[src/rtl/cx_alu_pkg.sv]
// Shared definitions for the cx ALU pipeline.
//   OP_W        : opcode width
//   cx_op_e     : opcode encodings (ADD..SHR); codes 10..15 are unknown
//   cx_state_e  : control FSM states
package cx_alu_pkg;

  localparam int unsigned OP_W = 4;

  typedef enum logic [OP_W-1:0] {
    OP_ADD = 4'd0,
    OP_SUB = 4'd1,
    OP_MUL = 4'd2,
    OP_DIV = 4'd3,
    OP_AND = 4'd4,
    OP_OR  = 4'd5,
    OP_XOR = 4'd6,
    OP_MOD = 4'd7,
    OP_SHL = 4'd8,
    OP_SHR = 4'd9
  } cx_op_e;

  typedef enum logic [1:0] {
    IDLE,
    EXEC,
    DIV,
    DWAIT
  } cx_state_e;

endpackage

[src/rtl/cx_div_iter.sv]
// Iterative restoring divider, one quotient bit per clock.
//   clk, reset : clock, synchronous active-high reset
//   start      : load a/b and begin a W-step division
//   a, b       : dividend, divisor (b must be non-zero)
//   busy       : a division step runs this cycle
//   done       : this cycle performs the final step
//   quo, rem   : during a step, the values that step produces; when idle,
//                the results of the last completed division
module cx_div_iter #(
  parameter int unsigned W = 8
) (
  input  logic         clk,
  input  logic         reset,
  input  logic         start,
  input  logic [W-1:0] a,
  input  logic [W-1:0] b,
  output logic         busy,
  output logic         done,
  output logic [W-1:0] quo,
  output logic [W-1:0] rem
);

  localparam int unsigned CW = $clog2(W);

  logic [CW-1:0] cnt;
  logic [W-1:0]  quo_q;   // dividend bits shift out the top, quotient bits in
  logic [W-1:0]  rem_q;
  logic [W-1:0]  dvs_q;
  logic [W:0]    trial;
  logic [W:0]    diff;
  logic [W-1:0]  quo_step;
  logic [W-1:0]  rem_step;

  always_comb begin
    trial    = {rem_q, quo_q[W-1]};
    diff     = trial - {1'b0, dvs_q};
    // No borrow out of the top bit means the divisor fits.
    rem_step = diff[W] ? trial[W-1:0] : diff[W-1:0];
    quo_step = {quo_q[W-2:0], ~diff[W]};
  end

  assign done = busy && (cnt == CW'(W - 1));
  assign quo  = busy ? quo_step : quo_q;
  assign rem  = busy ? rem_step : rem_q;

  always_ff @(posedge clk) begin
    if (reset) begin
      busy  <= 1'b0;
      cnt   <= '0;
      quo_q <= '0;
      rem_q <= '0;
      dvs_q <= '0;
    end else if (start) begin
      busy  <= 1'b1;
      cnt   <= '0;
      quo_q <= a;
      rem_q <= '0;
      dvs_q <= b;
    end else if (busy) begin
      quo_q <= quo_step;
      rem_q <= rem_step;
      cnt   <= cnt + CW'(1);
      if (done) busy <= 1'b0;
    end
  end

endmodule

[src/rtl/cx_alu_pipe.sv]
// cx ALU pipeline: W-bit unsigned operands, 2W-bit result, valid/ready both sides.
// Single-cycle ops stream at one per clock; DIV/MOD (b != 0) run on an
// iterative divider when CX_ALU_DIV_EN is defined, otherwise ops 3/7 are
// reported as unknown opcodes.
//   clk, reset              : clock, synchronous active-high reset
//   in_valid/in_ready       : operand beat handshake (in_ready independent of in_valid)
//   in_a, in_b, in_op       : operands and opcode
//   out_valid/out_ready     : result beat handshake
//   out_result, out_err     : result and error flag (unknown op / divide by zero)
// Macro: CX_ALU_DIV_EN enables the iterative divider.
module cx_alu_pipe #(
  parameter int unsigned W    = 8,
  parameter int unsigned OP_W = cx_alu_pkg::OP_W
) (
  input  logic            clk,
  input  logic            reset,
  input  logic            in_valid,
  output logic            in_ready,
  input  logic [W-1:0]    in_a,
  input  logic [W-1:0]    in_b,
  input  logic [OP_W-1:0] in_op,
  output logic            out_valid,
  input  logic            out_ready,
  output logic [2*W-1:0]  out_result,
  output logic            out_err
);

  import cx_alu_pkg::*;

  localparam int unsigned RW   = 2 * W;
  localparam int unsigned SH_W = $clog2(RW);

  cx_state_e       state, state_n;
  logic [W-1:0]    s1_a, s1_b;
  logic [OP_W-1:0] s1_op;
  logic            slot_free, s1_iter, accept, load_out;
  logic [RW-1:0]   a2, b2, alu_res, out_result_n;
  logic            alu_err, out_err_n;

  assign slot_free = !out_valid || out_ready;
  assign in_ready  = (state == IDLE) || ((state == EXEC) && slot_free && !s1_iter);
  assign accept    = in_valid && in_ready;

`ifdef CX_ALU_DIV_EN
  logic          div_start, div_busy, div_done;
  logic [W-1:0]  div_quo, div_rem;
  logic [RW-1:0] div_val;

  assign s1_iter = ((s1_op == OP_W'(OP_DIV)) || (s1_op == OP_W'(OP_MOD))) && (s1_b != '0);
  assign div_val = (s1_op == OP_W'(OP_MOD)) ? RW'(div_rem) : RW'(div_quo);

  cx_div_iter #(.W(W)) u_div (
    .clk   (clk),
    .reset (reset),
    .start (div_start),
    .a     (s1_a),
    .b     (s1_b),
    .busy  (div_busy),
    .done  (div_done),
    .quo   (div_quo),
    .rem   (div_rem)
  );
`else
  assign s1_iter = 1'b0;
`endif

  // DIV/MOD only reach the single-cycle path when they are errors (b == 0,
  // or no divider built), so they share the unknown-opcode default.
  always_comb begin
    a2      = RW'(s1_a);
    b2      = RW'(s1_b);
    alu_res = '0;
    alu_err = 1'b0;
    case (s1_op)
      OP_W'(OP_ADD): alu_res = a2 + b2;
      OP_W'(OP_SUB): alu_res = a2 - b2;
      OP_W'(OP_MUL): alu_res = a2 * b2;
      OP_W'(OP_AND): alu_res = a2 & b2;
      OP_W'(OP_OR):  alu_res = a2 | b2;
      OP_W'(OP_XOR): alu_res = a2 ^ b2;
      OP_W'(OP_SHL): alu_res = a2 << s1_b[SH_W-1:0];
      OP_W'(OP_SHR): alu_res = a2 >> s1_b[SH_W-1:0];
      default:       alu_err = 1'b1;
    endcase
  end

  always_comb begin
    state_n      = state;
    load_out     = 1'b0;
    out_result_n = alu_res;
    out_err_n    = alu_err;
`ifdef CX_ALU_DIV_EN
    div_start    = 1'b0;
`endif
    case (state)
      IDLE: begin
        if (accept) state_n = EXEC;
      end
      EXEC: begin
        if (s1_iter) begin
`ifdef CX_ALU_DIV_EN
          div_start = 1'b1;
          state_n   = DIV;
`endif
        end else if (slot_free) begin
          load_out = 1'b1;
          if (!accept) state_n = IDLE;
        end
      end
`ifdef CX_ALU_DIV_EN
      // The final divider step is written straight to the output when the
      // slot is free; DWAIT only absorbs backpressure on the result.
      DIV: begin
        if (div_done) begin
          out_result_n = div_val;
          out_err_n    = 1'b0;
          if (slot_free) begin
            load_out = 1'b1;
            state_n  = IDLE;
          end else begin
            state_n  = DWAIT;
          end
        end
      end
      DWAIT: begin
        out_result_n = div_val;
        out_err_n    = 1'b0;
        if (slot_free && !div_busy) begin
          load_out = 1'b1;
          state_n  = IDLE;
        end
      end
`endif
      default: state_n = IDLE;
    endcase
  end

  always_ff @(posedge clk) begin
    if (reset) begin
      state      <= IDLE;
      s1_a       <= '0;
      s1_b       <= '0;
      s1_op      <= '0;
      out_valid  <= 1'b0;
      out_result <= '0;
      out_err    <= 1'b0;
    end else begin
      state <= state_n;
      if (accept) begin
        s1_a  <= in_a;
        s1_b  <= in_b;
        s1_op <= in_op;
      end
      if (load_out) begin
        out_valid  <= 1'b1;
        out_result <= out_result_n;
        out_err    <= out_err_n;
      end else if (out_ready) begin
        out_valid  <= 1'b0;
      end
    end
  end

endmodule

[config.mk]
export PLATFORM = sky130hd
export DESIGN_NAME = cx_alu_pipe
export DESIGN_NICKNAME = d
export VERILOG_FILES = /design/src/rtl/cx_alu_pkg.sv /design/src/rtl/cx_div_iter.sv /design/src/rtl/cx_alu_pipe.sv
export SDC_FILE = /design/constraint.sdc
export NUM_CORES = 1
export LEC_CHECK = 0
export CORE_MARGIN = 2
export CORE_UTILIZATION = 53
export CTS_CLUSTER_DIAMETER = 80
export CTS_CLUSTER_SIZE = 24
export DETAILED_ROUTE_END_ITERATION = 10
export PLACE_DENSITY_LB_ADDON = 0.1
export RECOVER_POWER = 100
export REMOVE_ABC_BUFFERS = 1
export SYNTH_ARGS = -nofsm -noshare
export SYNTH_HDL_FRONTEND = slang
export SYNTH_SLANG_ARGS = --single-unit
[constraint.sdc]
create_clock -name clk -period 6.43 [get_ports clk]
set_input_delay 0.643 -clock clk [delete_from_list [all_inputs] [get_ports clk]]
set_output_delay 0.643 -clock clk [all_outputs]
set_load 0.03 [all_outputs]
# Yosys cells after proc, flatten, opt, wreduce, memory -nomap -nowiden
# Cells that the tools add are included.
# Widths: inputs -> output; s select.
dict set report classes {
  add_sub_neg 2
  mul 1
  n_eq_ne 11
  n_shift 2
  muxes 10
  bitwise 3
  n_reduce_logical 10
}
# op count
set ops {}
lappend ops {{$pmux 16 s8} 1}
lappend ops {{$mul 8x8->16} 1}
lappend ops {{$shl 8x4->16} 1}
lappend ops {{$shr 8x4->16} 1}
lappend ops {{$eq 4x3->1 const B} 3}
lappend ops {{$add 8x8->9} 1}
lappend ops {{$sub 8x8->9} 1}
lappend ops {{$and 8x8->8} 1}
lappend ops {{$eq 4x4->1 const B} 2}
lappend ops {{$or 8x8->8} 1}
lappend ops {{$reduce_or 8->1} 1}
lappend ops {{$xor 8x8->8} 1}
lappend ops {{$mux 2} 3}
lappend ops {{$ne 2x2->1 const B} 3}
lappend ops {{$mux 1} 5}
lappend ops {{$eq 4x1->1 const B} 1}
lappend ops {{$eq 4x2->1 const B} 1}
lappend ops {{$logic_not 4->1} 1}
lappend ops {{$pmux 2 s2} 1}
lappend ops {{$reduce_and 3->1} 1}
lappend ops {{$eq 2x1->1 const B} 1}
lappend ops {{$logic_and 1x1->1} 2}
lappend ops {{$logic_not 2->1} 1}
lappend ops {{$logic_or 1x1->1} 2}
lappend ops {{2 further kinds} 2}
dict set report totals {
  regBits 40
  inputBits 24
  out_inout_bits 19
  wordCells 46
}

# Logic depth before layout (Yosys ltp)
# Gate-level depths: netlist of the first run.
dict set report logic_depth {
  word_depth 8
  ltp_mapped 19
  mapped_depth_nobuf 17
}

# Least setup slack after synthesis of the first run
# Ideal clock, no wire load.
dict set report synth_timing {
  kind {register to register}
  from {reg s1_b[2]}
  to {reg out_result[14]}
  setup_time_ns 0.122
  t_arrival_ns 4.489
  required_time_ns 6.308
  slack_ns 1.819
  path_stages_with_launch 18
  path_buffers 2
  synth_period_minus_slack_ns 4.611
  cell_sequence {dfxtp_1 -> clkbuf_1 -> clkbuf_1 -> nand2_1 -> fa_1 -> fa_1 -> inv_1 -> fa_1 -> inv_1 -> fa_1 -> inv_1 -> ha_1 -> nand3_1 -> o221ai_1 -> nand2b_1 -> a31o_2 -> xnor2_1 -> a221o_1}
}
dict set report synth_between {
  elab_chain_len 2
  elab_cells_between_ends 5
  classes_between {add/sub (1); mul (1); shift (2); mux (1)}
}
# item line
set synth_rtl {}
lappend synth_rtl {{start, declared} cx_alu_pipe.sv:34} ;# logic [W-1:0] s1_a, s1_b;
lappend synth_rtl {{start signal, assigned} cx_alu_pipe.sv:151} ;# s1_b <= in_b;
lappend synth_rtl {{$mul 8x8->16 (tied with other cells)} cx_alu_pipe.sv:77} ;# OP_W'(OP_MUL): alu_res = a2 * b2;
lappend synth_rtl {{$pmux 16 s8 *} cx_alu_pipe.sv:74} ;# case (s1_op)
lappend synth_rtl {{end signal, assigned} cx_alu_pipe.sv:156} ;# out_result <= out_result_n;
lappend synth_rtl {{end, declared} cx_alu_pipe.sv:24} ;# output logic [2*W-1:0] out_result,
# Mark *: on every way between the ends. The rest lies on a longest branch, timed or not.
# A chain may end at the register's enable or synchronous reset.

# Final worst setup path of the first run
dict set report layout_timing {
  from {reg s1_b[3]}
  to {reg out_result[13]}
}
# The elaborated chain is that of the path after synthesis.

==> impl_metrics.csv, run 1 <==
group,metric,value,unit
run_status,outcome,"completed",
logic_synthesis,ys_ff_latch,39,
sta,period_minus_slack,5.37,ns
logic_synthesis,ys_warn_count,0,
min_path,holdPathEnd,"out_result[5]",
clock_tree,path_clk_slew,0.07,ns
cells_and_area,layout-drive-gt1-share,5.80,%
sta,period_share,83.5,%
logic_synthesis,synth_edf_count,0,
routing,firstDrtPassIters,4,
power_and_ir_drop,ir_drop,155,uV
floorplan,die_width,106,um
cells_and_area,antenna_cells,0,
floorplan,start_util,54.0,%
routing,route.detailed.drc,0,
placement,place_area,5920,sq um
sta,rsz0062_at_grt,"false",
cells_and_area,syn_to_final_growth,9.60,%
logic_synthesis,syn-cell-area,5500,sq um
worst_setup_path,crit_path_max_fanout,16,
logic_synthesis,avgSynthCellArea,7.95,sq um
routing,vias,5120,
logic_synthesis,yosysSeqAreaShare,14.2,%
flow_run,drv_cap,0,
placement,dpl.hpwl,13.0,mm
worst_setup_path,regToRegEndpoint,"out_result[13]",
routing,drtAntennaViolNets,0,
floorplan,io_pins,43,
cells_and_area,fin_area,6030,sq um
logic_synthesis,netlist_instances,692,
placement,place_congestion,0.974,
routing,viasPerCell,6.07,
clock_tree,h-tree-depth,2,
sta,drv_slew,0,
global_route,grt_pass1_wl,26.9,mm
worst_setup_path,critPathLaunchType,"flip-flop",
placement,port_buffers,42,
worst_setup_path,crit_path_end_kind,"flip-flop",
worst_setup_path,critPathRequiredTime,6.62,ns
worst_setup_path,r2r_cells,15,
floorplan,core,10200,sq um
sta,skew,0.00770,ns
min_path,holdPathStages,2,
cells_and_area,fillers,941,
sta,hold_violations,0,
sta,setup_viol,0,
logic_synthesis,ys.flop_type,"dfxtp_1",
cells_and_area,nets,829,
floorplan,die_h,106,um
sta,tns,0,ns
min_path,worstHoldPathType,"flip-flop to flip-flop",
power_and_ir_drop,powerDensity,125,nW/um^2
sta,tightestPinTransition,1.42,ns
sta,clock.fmax,186,MHz
global_route,grt_max_degree,33,
clock_tree,clock_latency,0.31,ns
cells_and_area,seq_area,781,sq um
clock_tree,cts_root_buffer,"clkbuf_8",
global_route,grt_pass1_vias,4975,
clock_tree,cts.sinks,39,
logic_synthesis,synth_cell_types,66,
routing,wl_per_cell,19.4,um
placement,dp.cells,835,
global_route,antenna_found_initial,0,
worst_setup_path,path_class,"flip-flop to flip-flop",
clock_tree,cts_resized,0,
worst_setup_path,arrival,5.56,ns
sta,max_slew_margin,5.07,%
cells_and_area,stdcell_count,843,
clock_tree,cts_max_path_buffers,2,
clock_tree,post-cts-setup-buffers,0,
routing,drtIter0Drc,457,
min_path,min_from,"out_result[5]",
global_route,grtUsageTotal,30.6,%
floorplan,design.die.area,11200,sq um
cells_and_area,multi_input_area,4190,sq um
logic_synthesis,async_flop_share,0,%
worst_setup_path,reg2reg_from,"s1_b[3]",
routing,wirelength,16.3,mm
clock_tree,cts_tree,"yes",
floorplan,rows,37,
power_and_ir_drop,p_leak,0.00261,uW
worst_setup_path,r2r_slack,1.06,ns
clock_tree,cts_hold_buf,0,
global_route,overflow,0,
clock_tree,numCtsBuffers,5,
power by group:
group	leakage (uW)	internal [uW]	switching, uW
clock network	0.0000612	126	89.8
registers	0.000319	253	25.9
logic	0.00222	102	160
how the worst max path moves through the flow:
| stage | cells after the start | endpoint | start |
|---|---|---|---|
| 5_1_grt | 15 | out_result[13] | s1_b[3] |
| 6_report | 15 | out_result[13] | s1_b[3] |
| 3_5_place_dp | 15 | out_result[13] | s1_b[3] |
| 4_1_cts | 15 | out_result[13] | s1_b[3] |
| 3_3_place_gp | 15 | out_result[13] | s1_b[3] |
| 2_1_floorplan | 15 | out_result[13] | s1_b[2] |
flip-flops by register name (all words and copies together) (netlist names):
| name | cells |
|---|---|
| out_result | 16 |
| s1_a | 8 |
| out_err | 1 |
| s1_b | 8 |
| out_valid | 1 |
| state | 1 |
| s1_op | 4 |
Yosys cell counts, types with 3 or more instances:
library cell	count	area share [%]
a221o_1	4	0.73
o21ai_0	27	2.5
a31oi_1	4	0.45
buf_6	5	1.0
o22ai_1	9	1.0
nand2_1	92	6.3
nand2b_1	8	0.91
xor2_1	4	0.64
fa_1	38	14
nand3_1	10	0.91
o21ai_1	4	0.36
a21oi_1	48	4.4
dfxtp_1	39	14
buf_4	4	0.55
or3_1	4	0.45
xnor2_1	10	1.6
nor2b_1	7	0.80
mux2_2	3	0.61
buf_2	9	0.82
o211ai_1	8	1.1
mux4_2	10	4.1
a221oi_1	4	0.64
a21o_1	5	0.68
a211oi_1	4	0.55
a22oi_1	6	0.82
ha_1	61	14
a211oi_2	3	0.68
a32oi_1	8	1.3
buf_1	3	0.20
and3_1	8	0.91
nor4_1	4	0.45
clkinv_1	3	0.20
nor2_1	69	4.7
mux2i_1	14	2.5
nor3_1	10	0.91
inv_1	80	5.5
o221ai_1	6	0.96
clkbuf_1	20	1.4
critical path, stage by stage (launching register included):
cell      delay [ns]
dfxtp_1         0.63
clkinv_1        0.47
nor2_1          0.26
fa_1            0.47
fa_1            0.52
fa_1            0.54
inv_1           0.05
fa_1            0.52
inv_1           0.04
ha_1            0.34
o21ai_0         0.48
nor2_1          0.11
a21oi_1         0.24
a21oi_1         0.11
xor2_1          0.15
a221o_1         0.31
placed cells by master (no fill, tap or decap), drive strengths merged, types with 6 or more instances in the layout:
master         instances
mux2i                 14
o211ai                10
xnor2                 10
nand3                 10
and3                   8
nor3                  12
a32oi                  8
a221oi                 6
ha                    61
clkbuf                 7
o22ai                  9
clkdlybuf4s50         22
a211oi                 7
o221ai                 6
dfxtp                 39
a22oi                  6
nand2b                 8
fa                    38
a21oi                 49
inv                   80
mux4                  10
nand2                 92
o21ai                 31
nor2                  70
nor2b                  7
dlygate4sd3           20
metrics by stage:
stage	power, uW	hold WS (ns)	worst slack (ns)	utilization [%]
after floorplan	449	0.472	1.63	-
after global placement	539	0.440	1.31	58.1
after detailed placement	542	0.447	1.19	58.1
after CTS	757	0.458	1.17	59.3
after global routing	797	0.505	0.738	59.2
final	756	0.454	1.06	59.2
layer usage:
layer	part of all wire (%)	vias up	track usage (%)	wire, um
met5	0	-	0	0
met4	2.1	0	6.86	340
met3	6.4	28	3.15	1040
met2	48	210	50.4	7760
met1	44	2467	43.5	7190
li1	-	2415	-	-
cell families (layout without fill, tap and decap cells):
logic type / count (synthesis) / after routing / synth area share, %
and+or+nand+nor: 224 / 224 / 18.5
DFF: 39 / 39 / 14.2
adders and majority gates: 99 / 99 / 27.7
buffers and inverters: 124 / 139 / 9.62
xor gates and xnor gates: 14 / 14 / 2.23
muxes: 27 / 27 / 7.26
AOI/OAI and AO/OA: 165 / 165 / 20.5
area by class of cell:
cell class / instances / share of cell area [%]
timing repair buffer: 48 / 7.66
clock buffer: 6 / 1.37
multi-input combinational: 529 / 69.4
clock inverter: 2 / 0.581
tap: 136 / 2.82
sequential: 39 / 13.0
inverter: 83 / 5.17
Power figures use the tool's default switching activity.
==> run 2: changes to the inputs <==
Clock period 6.43 ns to 4.85 ns, I/O delays scaled along.
==> run 2 against run 1 <==
  * Worst hold slack lost 0.00050 ns
  * Clock power grew 14%
  * Non-clock buffer count grew 22
  * Die area is the same
  * Sequential share of layout area shrank 0.25 points
  * Clock-buffer cell count grew 1
  * Combinational power grew 44%
  * Global-route usage grew 1.3 points
  * Clock skew shrank 0.0024 ns
  * Critical endpoint is now out_result[14]
==> impl_metrics.csv, run 2 (synthesized netlist as in run 1, its figures left out) <==
group,metric,value,unit
sta,drv_slew,0,
sta,max_slew_margin,23.0,%
routing,wirelength,17.1,mm
power_and_ir_drop,internal-power,599,uW
sta,fin_ws,0.211,ns
min_path,worstHoldPathType,"flip-flop to flip-flop",
routing,route.detailed.drc,0,
placement,dpl_worst_slack,0.237,ns
cells_and_area,fillers,1003,
cells_and_area,layout_common_cells,"nand2_1 (92), inv_1 (80), nor2_1 (69)",
worst_setup_path,r2r_cells,16,
floorplan,die_width,106,um
min_path,holdPathEnd,"out_result[4]",
worst_setup_path,r2r_slack,0.21,ns
worst_setup_path,critPathRequiredTime,5.05,ns
clock_tree,h-tree-depth,2,
routing,drtAntennaViolNets,0,
cells_and_area,mostFrequentLayoutCell,"nand2_1",
routing,drtIter0Drc,546,
global_route,antenna_found_initial,0,
sta,tns,0,ns
worst_setup_path,crit_path_end_kind,"flip-flop",
power_and_ir_drop,combPwrFrac,38.3,%
clock_tree,post-cts-setup-buffers,0,
run_status,outcome,"completed",
cells_and_area,largest_register_ffs,16,
cells_and_area,syn_to_final_growth,12.0,%
routing,wl_per_cell,19.8,um
worst_setup_path,critPathTopFamily,"adder cells",
worst_setup_path,critPathBufInv,4,
global_route,grt_pass1_vias,5186,
worst_setup_path,cp_slowest_cell,"fa_1",
power_and_ir_drop,power_switching,385,uW
global_route,grt_max_degree,33,
power_and_ir_drop,seq_power_share,36.7,%
placement,dpl.hpwl,13.9,mm
sta,clock.fmax,216,MHz
sta,tightestPinTransition,1.15,ns
clock_tree,cts.sinks,39,
sta,skew,0.00534,ns
clock_tree,numCtsBuffers,5,
floorplan,die_h,106,um
worst_setup_path,cpPeakStageDelay,0.55,ns
worst_setup_path,regToRegEndpoint,"out_result[14]",
placement,place_congestion,1.03,
cells_and_area,nets,851,
global_route,grtUsageTotal,31.9,%
clock_tree,cts_max_path_buffers,2,
floorplan,io_pins,43,
sta,period_minus_slack,4.64,ns
global_route,grt_pass1_wl,27.6,mm
floorplan,start_util,54.0,%
clock_tree,path_clk_slew,0.08,ns
sta,setup_viol,0,
floorplan,design.die.area,11200,sq um
clock_tree,cts_tree,"yes",
clock_tree,cts_hold_buf,0,
cells_and_area,antenna_cells,0,
global_route,overflow,0,
power_and_ir_drop,powerDensity,160,nW/um^2
routing,firstDrtPassIters,5,
flow_run,drv_cap,0,
routing,vias,5228,
cells_and_area,regMostFlops,"out_result",
sta,period_share,95.6,%
worst_setup_path,critPathLaunchType,"flip-flop",
sta,hold_violations,0,
clock_tree,clock_latency,0.31,ns
worst_setup_path,reg2reg_from,"s1_a[3]",
worst_setup_path,crit_path_max_fanout,5,
worst_setup_path,crit_chain,"ha_1 > inv_1 > fa_1 > fa_1 > inv_1 > fa_1 > inv_1 > fa_1 > inv_1 > ha_1 > nand3_1 > o221ai_1 > nand2b_1 > a31o_2 > xnor2_1 > a221o_1",
sta,rsz0062_at_grt,"false",
worst_setup_path,arrival,4.84,ns
power_and_ir_drop,p_leak,0.00269,uW
floorplan,core,10200,sq um
min_path,holdPathStages,2,
clock_tree,cts_root_buffer,"clkbuf_8",
routing,viasPerCell,6.04,
placement,port_buffers,42,
power_and_ir_drop,pwr-share-clk,25.0,%
cells_and_area,reg_top3,"out_result x16, s1_a x8, s1_b x8",
power_and_ir_drop,ir_drop,169,uV
power_and_ir_drop,p_sw_share,39.1,%
floorplan,rows,37,
cells_and_area,layout-drive-gt1-share,8.23,%
worst_setup_path,path_class,"flip-flop to flip-flop",
clock_tree,cts_resized,0,
min_path,min_from,"out_result[4]",
## run 2: how the worst max path moves through the flow
stage | from | end | cells past startpoint
floorplan | s1_b[2] | out_result[13] | 15
global placement | s1_a[2] | out_result[13] | 16
detailed placement | s1_a[2] | out_result[13] | 15
CTS | s1_a[2] | out_result[13] | 15
global route | s1_a[3] | out_result[14] | 16
finish | s1_a[3] | out_result[14] | 16
## run 2: routing by layer
metal  global-route usage, %  routed length, um  vias up
li1                        -                  -     2472
met1                    43.8               7500     2479
met2                    50.6               7670      238
met3                    6.00               1410       39
met4                    10.6                534        0
met5                       0                  0        -
## run 2: power by group through the flow
stage               logic, uW  registers, uW  clock network [uW]
CTS                       374            360                 250
floorplan                 212            383                   0
global placement          367            366                   0
detailed placement        372            367                   0
global route              411            363                 263
finish                    377            361                 246
## run 2: per-stage QoR
stage | total power (uW) | util, % | cells | instance area (sq um) | hold slack, ns
after floorplan | 595 | - | 651 | 5280 | 0.472
after global placement | 733 | 59.7 | 857 | 6080 | 0.437
after detailed placement | 739 | 59.7 | 857 | 6080 | 0.445
after CTS | 984 | 60.7 | 865 | 6180 | 0.458
after global routing | 1040 | 60.5 | 865 | 6160 | 0.479
final | 983 | 60.5 | 865 | 6160 | 0.453
## run 2: cell type report
| cell class | instances | area [sq um] | share of cell area, % |
|---|---|---|---|
| multi-input cells | 529 | 4180 | 67.9 |
| flip-flops and latches | 39 | 782 | 12.7 |
| repair buffers | 70 | 619 | 10.1 |
| inverters | 83 | 312 | 5.06 |
| well taps | 136 | 170 | 2.76 |
| clock buffers | 7 | 86.3 | 1.40 |
| clock inverters | 1 | 8.76 | 0.142 |
## run 2: worst register-to-register path: stages, from the launching register on
cell      delay [ns]
dfxtp_1         0.48
ha_1            0.30
inv_1           0.08
fa_1            0.42
fa_1            0.55
inv_1           0.06
fa_1            0.48
inv_1           0.06
fa_1            0.53
inv_1           0.04
ha_1            0.30
nand3_1         0.12
o221ai_1        0.33
nand2b_1        0.11
a31o_2          0.25
xnor2_1         0.12
a221o_1         0.31
==> run 3: changes to the inputs <==
Settings changed: CORE_ASPECT_RATIO set to 1.2, CTS_BUF_LIST set to sky130_fd_sc_hd__clkbuf_4 sky130_fd_sc_hd__clkbuf_8 sky130_fd_sc_hd__clkbuf_16.
==> run 3 against run 2 <==
  * Die area about the same
  * Critical path type unchanged
  * Setup slack got worse by 0.0068 ns
  * Combinational power about the same
  * Sequential cell count stayed put
  * Routed wire length rose by 3.4%
  * First-iteration DRC count decreased by 35%
  * Worst hold slack better by 0.0027 ns
  * Sequential share of layout area shrank 0.15 points
==> impl_metrics.csv, run 3 (synthesized netlist as in run 1, its figures left out) <==
group,metric,value,unit
floorplan,die_h,116,um
sta,setup_viol,0,
sta,clock.fmax,215,MHz
sta,max_slew_margin,5.43,%
routing,vias,5277,
clock_tree,cts_max_path_buffers,2,
clock_tree,cts_hold_buf,0,
sta,tightestPinTransition,1.42,ns
worst_setup_path,arrival,4.81,ns
worst_setup_path,crit_path_end_kind,"flip-flop",
global_route,grt_max_degree,33,
flow_run,drv_cap,0,
clock_tree,post-cts-setup-buffers,0,
clock_tree,cts_tree,"yes",
worst_setup_path,cp.depth,18,
clock_tree,cts.sinks,39,
clock_tree,path_clk_slew,0.06,ns
worst_setup_path,critPathLaunchType,"flip-flop",
clock_tree,h-tree-depth,2,
min_path,worstHoldPathType,"flip-flop to flip-flop",
min_path,holdPathStages,2,
cells_and_area,layout-drive-gt1-share,9.08,%
global_route,grt_pass1_vias,5291,
placement,dpl.hpwl,14.2,mm
worst_setup_path,r2r_cells,18,
global_route,grtUsageTotal,32.5,%
cells_and_area,regMostFlops,"out_result",
power_and_ir_drop,ir_drop,195,uV
floorplan,start_util,54.7,%
cells_and_area,reg_top3,"out_result x16, s1_a x8, s1_b x8",
power_and_ir_drop,p_leak,0.00272,uW
sta,rsz0062_at_grt,"false",
global_route,antenna_found_initial,0,
worst_setup_path,crit_top_cell,"inv_1",
worst_setup_path,path_class,"flip-flop to flip-flop",
worst_setup_path,cp_slowest_cell,"fa_1",
floorplan,io_pins,43,
routing,wirelength,17.7,mm
power_and_ir_drop,p_total,1120,uW
sta,tns,0,ns
global_route,grt_pass1_wl,28.3,mm
placement,place_congestion,0.992,
cells_and_area,layout_common_cells,"nand2_1 (92), inv_1 (80), nor2_1 (69)",
floorplan,core,10100,sq um
cells_and_area,nets,850,
sta,period_minus_slack,4.65,ns
worst_setup_path,critPathLaunch,"s1_a[2]",
cells_and_area,fin_util,61.9,%
global_route,overflow,0,
placement,port_buffers,42,
worst_setup_path,critPathTopFamily,"adder cells",
clock_tree,clock_latency,0.29,ns
worst_setup_path,reg2reg_from,"s1_a[2]",
run_status,outcome,"completed",
min_path,min_from,"out_result[1]",
routing,firstDrtPassIters,6,
worst_setup_path,critPathRequiredTime,5.02,ns
routing,route.detailed.drc,0,
cells_and_area,antenna_cells,0,
cells_and_area,syn_to_final_growth,13.3,%
power_and_ir_drop,powerDensity,179,nW/um^2
worst_setup_path,crit_path_max_fanout,6,
sta,hold_violations,0,
clock_tree,cts_root_buffer,"clkbuf_16",
clock_tree,numCtsBuffers,5,
floorplan,rows,40,
routing,viasPerCell,6.19,
worst_setup_path,crit_chain,"ha_2 > inv_1 > fa_1 > fa_1 > inv_1 > ha_1 > inv_1 > fa_1 > inv_1 > ha_1 > a211oi_1 > buf_4 > o21ai_0 > o21ai_0 > buf_4 > o221ai_1 > nor3_1 > o21ai_1",
cells_and_area,largest_register_ffs,16,
floorplan,design.die.area,11200,sq um
routing,wl_per_cell,20.7,um
worst_setup_path,critPathBufInv,6,
sta,hold_ws,0.456,ns
sta,drv_slew,0,
sta,skew,0.00571,ns
floorplan,die_width,97.0,um
routing,drtIter0Drc,354,
cells_and_area,mostFrequentLayoutCell,"nand2_1",
routing,drtAntennaViolNets,0,
sta,period_share,95.8,%
worst_setup_path,cpPeakStageDelay,0.54,ns
[run 3: final cells by class]
class                   instances  area [sq um]
clock inverters                 2          37.5
fillers                       927          3830
well taps                     126           158
flip-flops and latches         39           782
inverters                      83           312
multi-input cells             529          4200
clock buffers                   5           125
repair buffers                 69           616
[run 3: timing repair]
action	in CTS	in global routing
gates resized for setup	0	6
endpoints found under the setup margin	0	9
endpoints found under the hold margin	0	0
[run 3: path summary, 6_finish.rpt]
path | endpoint | slack, ns
setup / recovery | out_result[7] | 0.20
hold / removal | out_result[1] | 0.46
setup reg to reg | out_result[7] | 0.20
hold reg to reg | out_result[1] | 0.46
[run 3: report_power, final]
| part | internal (uW) | total, uW | switching [uW] |
|---|---|---|---|
| Combinational | 147 | 375 | 228 |
| Clock | 240 | 379 | 139 |
| Sequential | 336 | 364 | 28.0 |
| Total | 722 | 1120 | 395 |
[run 3: metrics by stage]
step / cell area (sq um) / setup WS, ns / instances
finish: 6230 / 0.205 / 853
global route: 6230 / 0.00703 / 853
floorplan: 5280 / 0.0546 / 651
global placement: 6060 / 0.264 / 846
detailed placement: 6060 / 0.173 / 846
CTS: 6220 / 0.148 / 853
[run 3: per-layer routing]
metal / vias up / track usage [%] / part of all wire (%)
met5: - / 0 / 0
met4: 0 / 15.9 / 4.5
met3: 39 / 6.39 / 7.4
met2: 220 / 54.5 / 47
met1: 2560 / 40.4 / 41
li1: 2458 / - / -
[run 3: worst register-to-register path, stage by stage, from the launching register on]
cell and delay [ns]:
dfxtp_1 0.53, ha_2 0.32, inv_1 0.07, fa_1 0.41, fa_1 0.52, inv_1 0.04, ha_1 0.26, inv_1 0.05
fa_1 0.54, inv_1 0.05, ha_1 0.35, a211oi_1 0.39, buf_4 0.20, o21ai_0 0.08, o21ai_0 0.10, buf_4 0.17
o221ai_1 0.16, nor3_1 0.19, o21ai_1 0.08
